[src/rtl/regfile_pkg.sv]
// Shared types and default sizes for the register-file write-port controller.
package regfile_pkg;

  localparam int unsigned DefDataWidth = 64;
  localparam int unsigned DefNumRegs   = 32;
  localparam int unsigned DefNumReq    = 3;
  localparam int unsigned ZeroRegIdx   = 0;

  typedef enum logic {
    CLEAR,
    RUN
  } wb_state_e;

endpackage

[src/rtl/rr_arbiter.sv]
// Combinational round-robin arbiter: priority starts one past the pointer and wraps.
module rr_arbiter #(
  parameter  int unsigned NumReq = 3,
  localparam int unsigned IdxW   = $clog2(NumReq)
) (
  input  logic [NumReq-1:0] req,
  input  logic [IdxW-1:0]   ptr,
  input  logic              en,
  output logic [NumReq-1:0] grant,
  output logic [IdxW-1:0]   idx
);

  logic [IdxW-1:0] cand;
  logic            found;

  always_comb begin
    grant = '0;
    idx   = '0;
    found = 1'b0;
    cand  = '0;
    if (en) begin
      for (int unsigned i = 1; i <= NumReq; i++) begin
        cand = IdxW'((32'(ptr) + i) % NumReq);
        if (!found && req[cand]) begin
          found       = 1'b1;
          grant[cand] = 1'b1;
          idx         = cand;
        end
      end
    end
  end

endmodule

[src/rtl/regfile_wb_ctrl.sv]
// Register-file write-port controller: clears registers after reset, then
// arbitrates writeback requesters round-robin onto one registered write port.
module regfile_wb_ctrl
  import regfile_pkg::*;
#(
  parameter  int unsigned DataWidth  = DefDataWidth,
  parameter  int unsigned NumRegs    = DefNumRegs,
  parameter  int unsigned IndexWidth = $clog2(NumRegs),
  parameter  int unsigned NumReq     = DefNumReq,
  localparam int unsigned GrantW     = $clog2(NumReq)
) (
  input  logic                                 clk,
  input  logic                                 rst,
  input  logic [NumReq-1:0]                    req_valid,
  input  logic [NumReq-1:0][IndexWidth-1:0]    req_addr,
  input  logic [NumReq-1:0][DataWidth-1:0]     req_data,
  output logic [NumReq-1:0]                    req_ready,
  output logic                                 writeEn,
  output logic [IndexWidth-1:0]                writeAddr,
  output logic [DataWidth-1:0]                 writeData,
  output logic                                 init_done,
  output logic [GrantW-1:0]                    grant_id
);

  // One extra bit so the sweep counter can reach NumRegs as its end marker.
  localparam int unsigned CntW = IndexWidth + 1;

  wb_state_e             state_q, state_d;
  logic [CntW-1:0]       cnt_q, cnt_d;
  logic [GrantW-1:0]     ptr_q, ptr_d;
  logic                  we_d;
  logic [IndexWidth-1:0] waddr_d;
  logic [DataWidth-1:0]  wdata_d;
  logic [GrantW-1:0]     gid_d;
  logic                  done_d;
  logic [NumReq-1:0]     grant;
  logic [GrantW-1:0]     gidx;
  logic                  arb_en;
  logic                  handshake;

  assign arb_en    = (state_q == RUN);
  assign req_ready = grant;
  assign handshake = |(req_valid & grant);

  rr_arbiter #(
    .NumReq (NumReq)
  ) u_arb (
    .req   (req_valid),
    .ptr   (ptr_q),
    .en    (arb_en),
    .grant (grant),
    .idx   (gidx)
  );

  // Next-state and write-port selection.
  always_comb begin
    state_d = state_q;
    cnt_d   = cnt_q;
    ptr_d   = ptr_q;
    we_d    = 1'b0;
    waddr_d = writeAddr;
    wdata_d = writeData;
    gid_d   = grant_id;
    done_d  = init_done;
    case (state_q)
      CLEAR: begin
        if (cnt_q == CntW'(NumRegs)) begin
          state_d = RUN;
          done_d  = 1'b1;
        end else begin
          we_d    = 1'b1;
          waddr_d = cnt_q[IndexWidth-1:0];
          wdata_d = '0;
          cnt_d   = cnt_q + CntW'(1);
        end
      end
      RUN: begin
        if (handshake) begin
          ptr_d   = gidx;
          gid_d   = gidx;
          waddr_d = req_addr[gidx];
          wdata_d = req_data[gidx];
          // Writes to the hard-wired zero register are accepted but dropped.
          we_d    = (req_addr[gidx] != IndexWidth'(ZeroRegIdx));
        end
      end
      default: state_d = CLEAR;
    endcase
  end

  always_ff @(posedge clk) begin
    if (!rst) begin
      state_q   <= CLEAR;
      cnt_q     <= CntW'(1);
      ptr_q     <= GrantW'(NumReq - 1);
      writeEn   <= 1'b0;
      writeAddr <= '0;
      writeData <= '0;
      grant_id  <= '0;
      init_done <= 1'b0;
    end else begin
      state_q   <= state_d;
      cnt_q     <= cnt_d;
      ptr_q     <= ptr_d;
      writeEn   <= we_d;
      writeAddr <= waddr_d;
      writeData <= wdata_d;
      grant_id  <= gid_d;
      init_done <= done_d;
    end
  end

endmodule

[config.mk]
export PLATFORM = sky130hd
export DESIGN_NAME = regfile_wb_ctrl
export DESIGN_NICKNAME = d
export VERILOG_FILES = /design/src/rtl/regfile_pkg.sv /design/src/rtl/rr_arbiter.sv /design/src/rtl/regfile_wb_ctrl.sv
export SDC_FILE = /design/constraint.sdc
export NUM_CORES = 1
export LEC_CHECK = 0
export CAP_MARGIN = 20
export CORE_UTILIZATION = 41
export DETAILED_ROUTE_END_ITERATION = 10
export GPL_TIMING_DRIVEN = 0
export PLACE_DENSITY = 0.91
export SKIP_CTS_REPAIR_TIMING = 1
export SLEW_MARGIN = 40
export SYNTH_ARGS = -nofsm -noshare
export SYNTH_HDL_FRONTEND = slang
export SYNTH_SLANG_ARGS = --single-unit
[constraint.sdc]
create_clock -name clk -period 3.88 [get_ports clk]
set_clock_uncertainty 0.1 [all_clocks]
set_input_delay 0.776 -clock clk [delete_from_list [all_inputs] [get_ports clk]]
set_output_delay 0.776 -clock clk [all_outputs]
set_load 0.05 [all_outputs]
Word level (Yosys, flattened, before mapping)
Index checks and enable logic that the tools add are counted.
Widths: inputs -> output; s select.
Cells by class
  div/mod/pow operators: 3
  bitwise gates (word level): 5
  $lt $le $gt $ge: 7
  reductions and logical operators: 13
  equality and inequality tests: 3
  add/subtract/negate cells: 4
  multiplexer cells: 41
Operators by type and width (count)
  $mux 64: 3
  $bmux 64 s2: 1
  $pmux 64 s2: 1
  $mod 32x2->32 const B: 3
  $mux 3: 6
  $mux 5: 3
  $mux 1: 14
  $lt 2x3->1 const B: 4
  $bmux 5 s2: 1
  $pmux 5 s2: 1
  $mux 2: 4
  $reduce_and 2->1: 4
  $add 2x2->3 const B: 2
  $add 6x1->6 const B: 1
  $bmux 1 s2: 3
  $demux 1 s2: 3
  $eq 6x6->1 const B: 1
  $ge 2x1->1 const B: 3
  $or 3x3->3: 2
  $logic_and 1x1->1: 5
  $reduce_bool 5->1: 1
  $add 2x1->3 const B: 1
  $and 3x3->3: 1
  $reduce_or 3->1: 1
  5 further kinds: 7
Storage, ports and cells
  register bits: 82

Depth between registers and ports, before layout
Gate-level depths: netlist of the first run.
  depth after elaboration: 19
  gate-level depth with buffers: 12
  gate-level depth less buffers: 8

Cells and area by module
From an unflattened synthesis of the first run, not the netlist that was laid out.
Unflattened totals
  cell total of the unflattened synthesis: 651
  area, all modules: 5313.8 µm²
By module, submodules not included
  regfile_wb_ctrl: cells each 601, times used 1, sequential area each 1621.6 µm², area an instance 4943.5 µm²
  rr_arbiter: cells each 50, times used 1, sequential area each 0.0 µm², area an instance 370.4 µm²

Worst setup path after synthesis of the first run
No wires, ideal clock.
  kind: input port to output port
  start point: in req_valid[2]
  end point: out req_ready[0]
  setup slack: 0.696 ns
  buffers on the path: 0
  arrival: 2.308 ns
  stages on the path: 4
  cell sequence: or3b_2 -> o2111ai_1 -> nand2_1 -> a21oi_1
On the way
  longest elaborated chain between the ends: 12
RTL lines
  start, declared: RTL line regfile_wb_ctrl.sv:14  | input logic [NumReq-1:0] req_valid,
  $bmux 1 s2: RTL line rr_arbiter.sv:24  | if (!found && req[cand]) begin
  $mux 1 (implied by the code): RTL line rr_arbiter.sv:24
  $mux 1: RTL line rr_arbiter.sv:24
  $mux 1: RTL line rr_arbiter.sv:21  | if (en) begin
  $logic_not 1->1: RTL line rr_arbiter.sv:24
  $logic_and 1x1->1: RTL line rr_arbiter.sv:24
  $mux 1: RTL line rr_arbiter.sv:24
  $mux 1: RTL line rr_arbiter.sv:21
  $logic_not 1->1: RTL line rr_arbiter.sv:24
  $logic_and 1x1->1: RTL line rr_arbiter.sv:24
  $mux 3 *: RTL line rr_arbiter.sv:24
  $mux 3 *: RTL line rr_arbiter.sv:21
  end, declared: RTL line regfile_wb_ctrl.sv:17  | output logic [NumReq-1:0] req_ready,
Every way passes the cells marked *; elsewhere a longest branch is shown, timed or not. The select of a mux whose other input is x is not followed.

Final worst setup path of the first run
Ends and elaborated chain as after synthesis.

==> results of run 1 <==
## synth_stat cells, types with 2 or more instances
cell,number
nor2_1,14
buf_2,21
and3_1,5
nor3_1,4
a21oi_1,8
nand3b_1,5
buf_6,9
xnor2_1,2
buf_4,3
a31o_2,3
o21ai_0,9
clkinv_1,2
o41ai_1,2
clkbuf_1,7
xor2_1,3
o2bb2ai_1,64
nand2b_1,4
nand2_1,9
a31oi_1,5
nand3_1,7
or4_1,2
ha_1,6
nor2b_1,8
o211ai_1,7
a41oi_1,3
nand4bb_1,3
dfxtp_1,81
or2_2,3
mux2i_1,68
inv_1,10
nand4_1,2
mux2_2,68
o2111ai_1,3
## where the power goes
part	internal, mW	switching, mW	leakage [nW]
clock	0.525	0.357	0.148
combinational	0.247	0.0976	2.68
sequential	0.839	0.00655	0.654
total	1.61	0.461	3.48
## worst max-delay path, delay by kind of cell
family	cells	cell delay (ns)
AO/OA/AOI/OAI	2	0.41
AND/OR/NAND/NOR	2	0.62
buffers and inverters	2	0.97
## metal layers
layer | GRT usage | wire (um) | up-vias | part of all wire
met2 | 0.5039 | 8784 | 228 | 0.52
li1 | - | - | 2396 | -
met1 | 0.2947 | 6596 | 2420 | 0.39
met4 | 0.09511 | 483 | 0 | 0.028
met5 | 0 | 0 | - | 0
met3 | 0.06998 | 1110 | 35 | 0.065
## flip-flops by register name, summed over array words and instances, names as in the netlist
register and cells:
ptr_q 1, cnt_q 6, grant_id 2, arb_en 1
writeAddr 5, writeData 64, writeEn 1, init_done 1
## through the flow
| step | hold WS [ns] | instances | worst slack (ns) | utilization | total power [mW] |
|---|---|---|---|---|---|
| 6_report | 0.3643 | 917 | 0.2230 | 0.7175 | 2.072 |
| 4_1_cts | 0.3678 | 917 | -0.1590 | 0.7169 | 2.089 |
| 3_3_place_gp | 0.3425 | 901 | -0.1307 | 0.6896 | 1.198 |
| 5_1_grt | 0.3769 | 917 | 0.04725 | 0.7175 | 2.150 |
| 3_5_place_dp | 0.3460 | 901 | -0.1398 | 0.6896 | 1.206 |
| 2_1_floorplan | 0.3730 | 471 | 0.6959 | - | 0.9620 |
## cell families after synthesis
kind of cell	after synthesis
and+or+nand+nor	73
muxes	137
DFF	81
buffers and inverters	52
xor gates and xnor gates	5
adders and majority gates	6
AOI/OAI and AO/OA	117
## layout make-up
type	instances	area (um^2)
sequential	81	1622
tap	143	178.9
multi-input combinational	338	2934
inverter	12	45.04
fill	822	3239
clock buffer	10	239.0
clock inverter	6	73.82
timing repair buffer	287	2880
buffer	40	255.2
## worst max path at each step
stage / startpoint / to / slack [ns] / cells past startpoint
floorplan: req_valid[2] / req_ready[0] / 0.70 / 4
global placement: req_valid[0] / req_ready[1] / -0.13 / 8
detailed placement: req_valid[0] / req_ready[1] / -0.14 / 8
CTS: req_valid[0] / req_ready[1] / -0.16 / 8
global route: req_valid[0] / req_ready[1] / 0.05 / 8
finish: req_valid[2] / req_ready[0] / 0.22 / 6
==> summary.md, run 1 <==
| Metric | Value |
|---|---|
| Status | finished, final reports clean |
| Avg WL per Cell | 18.51 um |
| Post-synth EDFFs | 0 |
| Top FF cell, synth | dfxtp_1 |
| Port Buffers | 287 |
| Vias in the first global route | 5278 |
| Design area | 8228 um^2 |
| Die Span Y | 110.8 um |
| Power Dens Cells | 251.8 nW/um^2 |
| Clock transition at path regs | 0.06 ns |
| Worst min path class | register to register |
| Total Die Area | 12280 um^2 |
| Synth top area share | 0.3339 |
| Commonest non-fill, non-tap cell in the layout | clkdlybuf4s50_1 |
| RSZ-0062 raised after global routing | false |
| Reg2reg path depth | 11 |
| Setup total negative slack | 0 ns |
| Max VDD drop | 0.1814 mV |
| Most frequent cells in the layout | 284 x clkdlybuf4s50_1, 81 x dfxtp_1, 68 x mux2i_1, 68 x mux2_2, 64 x o2bb2ai_1 |
| Num ports | 288 |
| Hold endpoint | writeData[47] |
| GR Util All Layers | 0.2712 |
| Worst path slowest cell | or3b_2 |
| Simple-gate share of the synthesized area | 0.08683 |
| XOR/XNOR Fraction of Synth Area | 0.009018 |
| Final Setup Violations | 0 |
| Crit. End Element | output pin |
| Nets | 987 |
| Syn Nets | 689 |
| Routed WL | 16980 um |
| First-pass GRT wire length | 26630 um |
| Fmax | 0.2734 GHz |
| Worst Path Arrival | 2.78 ns |
| Multiplexer area fraction after synthesis | 0.3002 |
| Syn Area/Cell | 10.31 um^2 |
| Area Overhead vs Synth | 69.44% |
| Slew Viols, Final | 0 |
| Post-Syn Area | 4856 um^2 |
| DR iter-0 viols | 254 |
| CTS sink count | 81 |
| Worst R2R Setup Slack | 0.42 ns |
| DRC | 0 |
| Min cycle time layout | 3.657 ns |
| Yosys cell types | 54 |
| Via count | 5079 |
| Final Hold Viols | 0 |
| Max_slew headroom | 0.5347 |
| Largest family of logic cells by synthesized area | multiplexers |
| Drt pass-1 iters | 6 |
| Final clock period utilization by the worst path | 0.9425 |
| Synth area leader | dfxtp_1 |
| DP HPWL | 13500 um |
| CTS buffer count | 9 |
| Clk Latency, worst-skew pair | 0.33 ns |
| Initial antenna violation count | 0 |
| Sequential area share after synthesis | 0.3339 |
| Adder-cell share of the synthesized area | 0.01546 |
| CTS root buffer | clkbuf_16 |
| Syn Inst Count | 471 |
| Max H-tree Level | 3 |
| Vias per Instance | 5.539 |
| Max incr delay on CP | 0.54 ns |
| Detail Route Antenna Nets | 0 |
| Post-synthesis compound-gate area fraction | 0.1927 |
| Yosys warns | 0 |
| Clk buf depth | 2 |
| Required time worst endpoint | 3.00 ns |
| WS Path Type | input port to output pin |
| Layout cell share with drive strength beyond 1 | 0.1641 |
| Critical Path Start Type | input port |
| Worst r2r src | grant_id[0] |
| Starting Density | 0.4235 |
| Grt total ovfl | 0 |
| Async set or reset register ratio after synthesis | 0 |
| Top post-synthesis cells by area | dfxtp_1 33%, mux2_2 16%, mux2i_1 14%, o2bb2ai_1 12%, buf_2 2.2% |
| Num rows | 39 |
| Worst Max-Slew Pin Slew | 0.6954 ns |
| Hold Crit Depth | 1 |
| Critical path fanouts, max | 8 |
| Critical path, cell by cell | clkdlybuf4s50_1, or3b_2, o2111ai_1, nand2_1, a21oi_1, dlymetal6s2s_1 |
| Final GP Congestion | 0.9161 |
| Die X | 110.8 um |
| Worst r2r dst | writeData[0] |
| Pin count of the biggest net entering global routing | 16 |
| Yosys reg bits | 81 |
| Placed Area | 7908 um^2 |
| CORE AREA | 11470 um^2 |
| CTS tree | yes |
| Max Cap Viol | 0 |
| Pleak | 3.478 nW |
| Hold_sp | writeData[47] |
| ANT cells | 0 |
(Power assumes the default switching activity.)
==> run 2, diff against run 1 <==
--- a/config.mk
+++ b/config.mk
@@ -6,6 +6,7 @@
 export NUM_CORES = 1
 export LEC_CHECK = 0
 export CAP_MARGIN = 20
+export CORE_MARGIN = 5
 export CORE_UTILIZATION = 41
 export DETAILED_ROUTE_END_ITERATION = 10
 export GPL_TIMING_DRIVEN = 0
==> run 2 against run 1 <==
Final cell count unchanged. Critical path depth unchanged. Final area decreased by 0.18%. First-iteration DRC count increased by 13%. Highest routed layer unchanged. Combinational power about the same. Count of clock-buffer cells in the layout unchanged.
==> summary.md, run 2 (same netlist as run 1, synthesis figures left out) <==
| Metric | Value |
|---|---|
| Drt pass-1 iters | 4 (-2) |
| Share of total power in combinational logic | 0.171 (+0.005) |
| Final Hold Slack | 0.3641 ns (-0.0001190 ns) |
| P_sw | 445.7 uW (-3.3%) |
| Max H-tree Level | 3 (unchanged) |
| Largest reg by FF count | writeData |
| Fmax | 0.2685 GHz (-1.8%) |
| Num ports | 288 (unchanged) |
| Required time worst endpoint | 3.00 ns (about the same) |
| Max_slew headroom | 0.5482 (+0.01349) |
| Max Cap Viol | 0 (unchanged) |
| DRC | 0 (unchanged) |
| Reg2reg path depth | 11 (unchanged) |
| Crit. End Element | output pin |
| Clk network pwr share | 0.413 (-0.013) |
| Min cycle time layout | 3.725 ns (+0.06757 ns) |
| WS Path Type | input port to output pin |
| CTS sink count | 81 (unchanged) |
| Pin count of the biggest net entering global routing | 15 (-1) |
| Final Setup Violations | 0 (unchanged) |
| Power Dens Cells | 247.5 nW/um^2 (-1.7%) |
| Area Overhead vs Synth | 69.13% |
| Worst Max-Slew Pin Slew | 0.6756 ns (-0.01981 ns) |
| ANT cells | 0 (unchanged) |
| Starting Density | 0.4217 (-0.001794) |
| Final GP Congestion | 0.8850 (-3.4%) |
| Final Hold Viols | 0 (unchanged) |
| DP HPWL | 15220 um (+13%) |
| Layout cell share with drive strength beyond 1 | 0.1628 (-0.001292) |
| First-pass GRT wire length | 28570 um (+7.3%) |
| Num rows | 39 (unchanged) |
| Switch share | 0.2192 (-0.003202) |
| Initial antenna violation count | 0 (unchanged) |
| Hold endpoint | writeData[44] |
| Routed WL | 18720 um (+10%) |
| Avg WL per Cell | 20.41 um (+10%) |
| Most frequent cells in the layout | 284 x clkdlybuf4s50_1, 81 x dfxtp_1, 68 x mux2i_1, 68 x mux2_2, 64 x o2bb2ai_1 |
| Worst Path Arrival | 2.85 ns (+0.07 ns) |
| Die X | 118.8 um (+7.2%) |
| Port Buffers | 287 (unchanged) |
| Commonest non-fill, non-tap cell in the layout | clkdlybuf4s50_1 |
| Status | finished, final reports clean |
| Seq pwr share | 0.416 (+0.008) |
| Clock transition at path regs | 0.06 ns (about the same) |
| Die Span Y | 118.8 um (+7.2%) |
| Detail Route Antenna Nets | 0 (unchanged) |
| Clk buf depth | 2 (unchanged) |
| Max reg flops | 64 (unchanged) |
| Critical path fanouts, max | 8 (unchanged) |
| GR Util All Layers | 0.2502 (-0.02101) |
| Hold Crit Depth | 1 (unchanged) |
| DR iter-0 viols | 288 (+13%) |
| Nets | 987 (unchanged) |
| Slew Viols, Final | 0 (unchanged) |
| CORE AREA | 11520 um^2 (+0.43%) |
| Worst r2r dst | writeData[2] |
| Critical Path Start Type | input port |
| Pleak | 3.473 nW (-0.14%) |
| Power, Total | 2.033 mW (-1.9%) |
| Max VDD drop | 0.2705 mV (+49%) |
| Vias per Instance | 5.494 (-0.81%) |
| Worst min path class | register to register |
| CTS buffer count | 9 (unchanged) |
| Worst r2r src | grant_id[0] |
| CTS root buffer | clkbuf_16 |
| Clk Latency, worst-skew pair | 0.32 ns (about the same) |
| Worst R2R Setup Slack | 0.40 ns (-0.02 ns) |
| Hold_sp | writeData[44] |
| CTS tree | yes |
| Vias in the first global route | 5368 (+1.7%) |
| Total Die Area | 14120 um^2 (+15%) |
| Final clock period utilization by the worst path | 0.9599 (+0.01742) |
| Largest regs | writeData (64), cnt_q (6), writeAddr (5) |
| Int Pwr | 1.587 mW (-1.5%) |
| Via count | 5038 (-0.81%) |
| Grt total ovfl | 0 (unchanged) |
| RSZ-0062 raised after global routing | false |
==> run 2: cell count changes in the layout (fill, tap and decap cells not counted), sizes merged <==
cell      before  now
inv           13   10
clkinvlp       2    1
clkinv         2    6
==> run 2: worst max path at each step <==
stage	slack, ns	to	cells past startpoint	from
floorplan	0.70	req_ready[0]	4	req_valid[2]
global placement	-0.16	req_ready[0]	6	req_valid[2]
detailed placement	-0.18	req_ready[0]	6	req_valid[2]
CTS	-0.19	req_ready[0]	6	req_valid[2]
global route	0.04	req_ready[0]	6	req_valid[2]
finish	0.16	req_ready[0]	6	req_valid[2]
==> run 2: worst max-delay path, cell delays in order <==
cell,delay [ns]
clkdlybuf4s50_1,0.54
or3b_2,0.53
o2111ai_1,0.28
nand2_1,0.08
a21oi_1,0.18
dlymetal6s2s_1,0.46
==> run 2: routing by layer <==
metal  wire length [um]  part of all wire  vias to the layer above  global-route usage
li1                   -                 -                     2395                   -
met1               7018              0.37                     2408              0.2695
met2               9865              0.53                      211              0.4764
met3               1460             0.078                       24             0.07630
met4                373             0.020                        0             0.05938
met5                  0                 0                        -                   0
==> run 2: cell type report <==
| cell class | instances | area, um^2 |
|---|---|---|
| buffer | 40 | 255.2 |
| clock buffer | 10 | 229.0 |
| clock inverter | 6 | 68.82 |
| fill | 822 | 3303 |
| inverter | 12 | 45.04 |
| multi-input combinational | 338 | 2934 |
| sequential | 81 | 1622 |
| tap | 143 | 178.9 |
| timing repair buffer | 287 | 2880 |
==> run 2: power groups by stage <==
stage / registers [mW] / logic [mW] / clock network (mW)
after global routing: 0.846 / 0.368 / 0.894
after floorplan: 0.874 / 0.0882 / 0
after CTS: 0.846 / 0.347 / 0.854
final: 0.846 / 0.347 / 0.840
after detailed placement: 0.864 / 0.344 / 0
after global placement: 0.863 / 0.335 / 0
==> run 2: stage by stage <==
stage               instances  instance area, um^2  utilization  setup slack, ns  TNS (ns)
finish                    917                 8213       0.7132           0.1554         0
global route              917                 8213       0.7132          0.04059         0
global placement          901                 7908       0.6867          -0.1593   -0.3515
detailed placement        901                 7908       0.6867          -0.1775    -1.150
floorplan                 471                 4856            -           0.6959         0
CTS                       917                 8205       0.7125          -0.1909   -0.3556
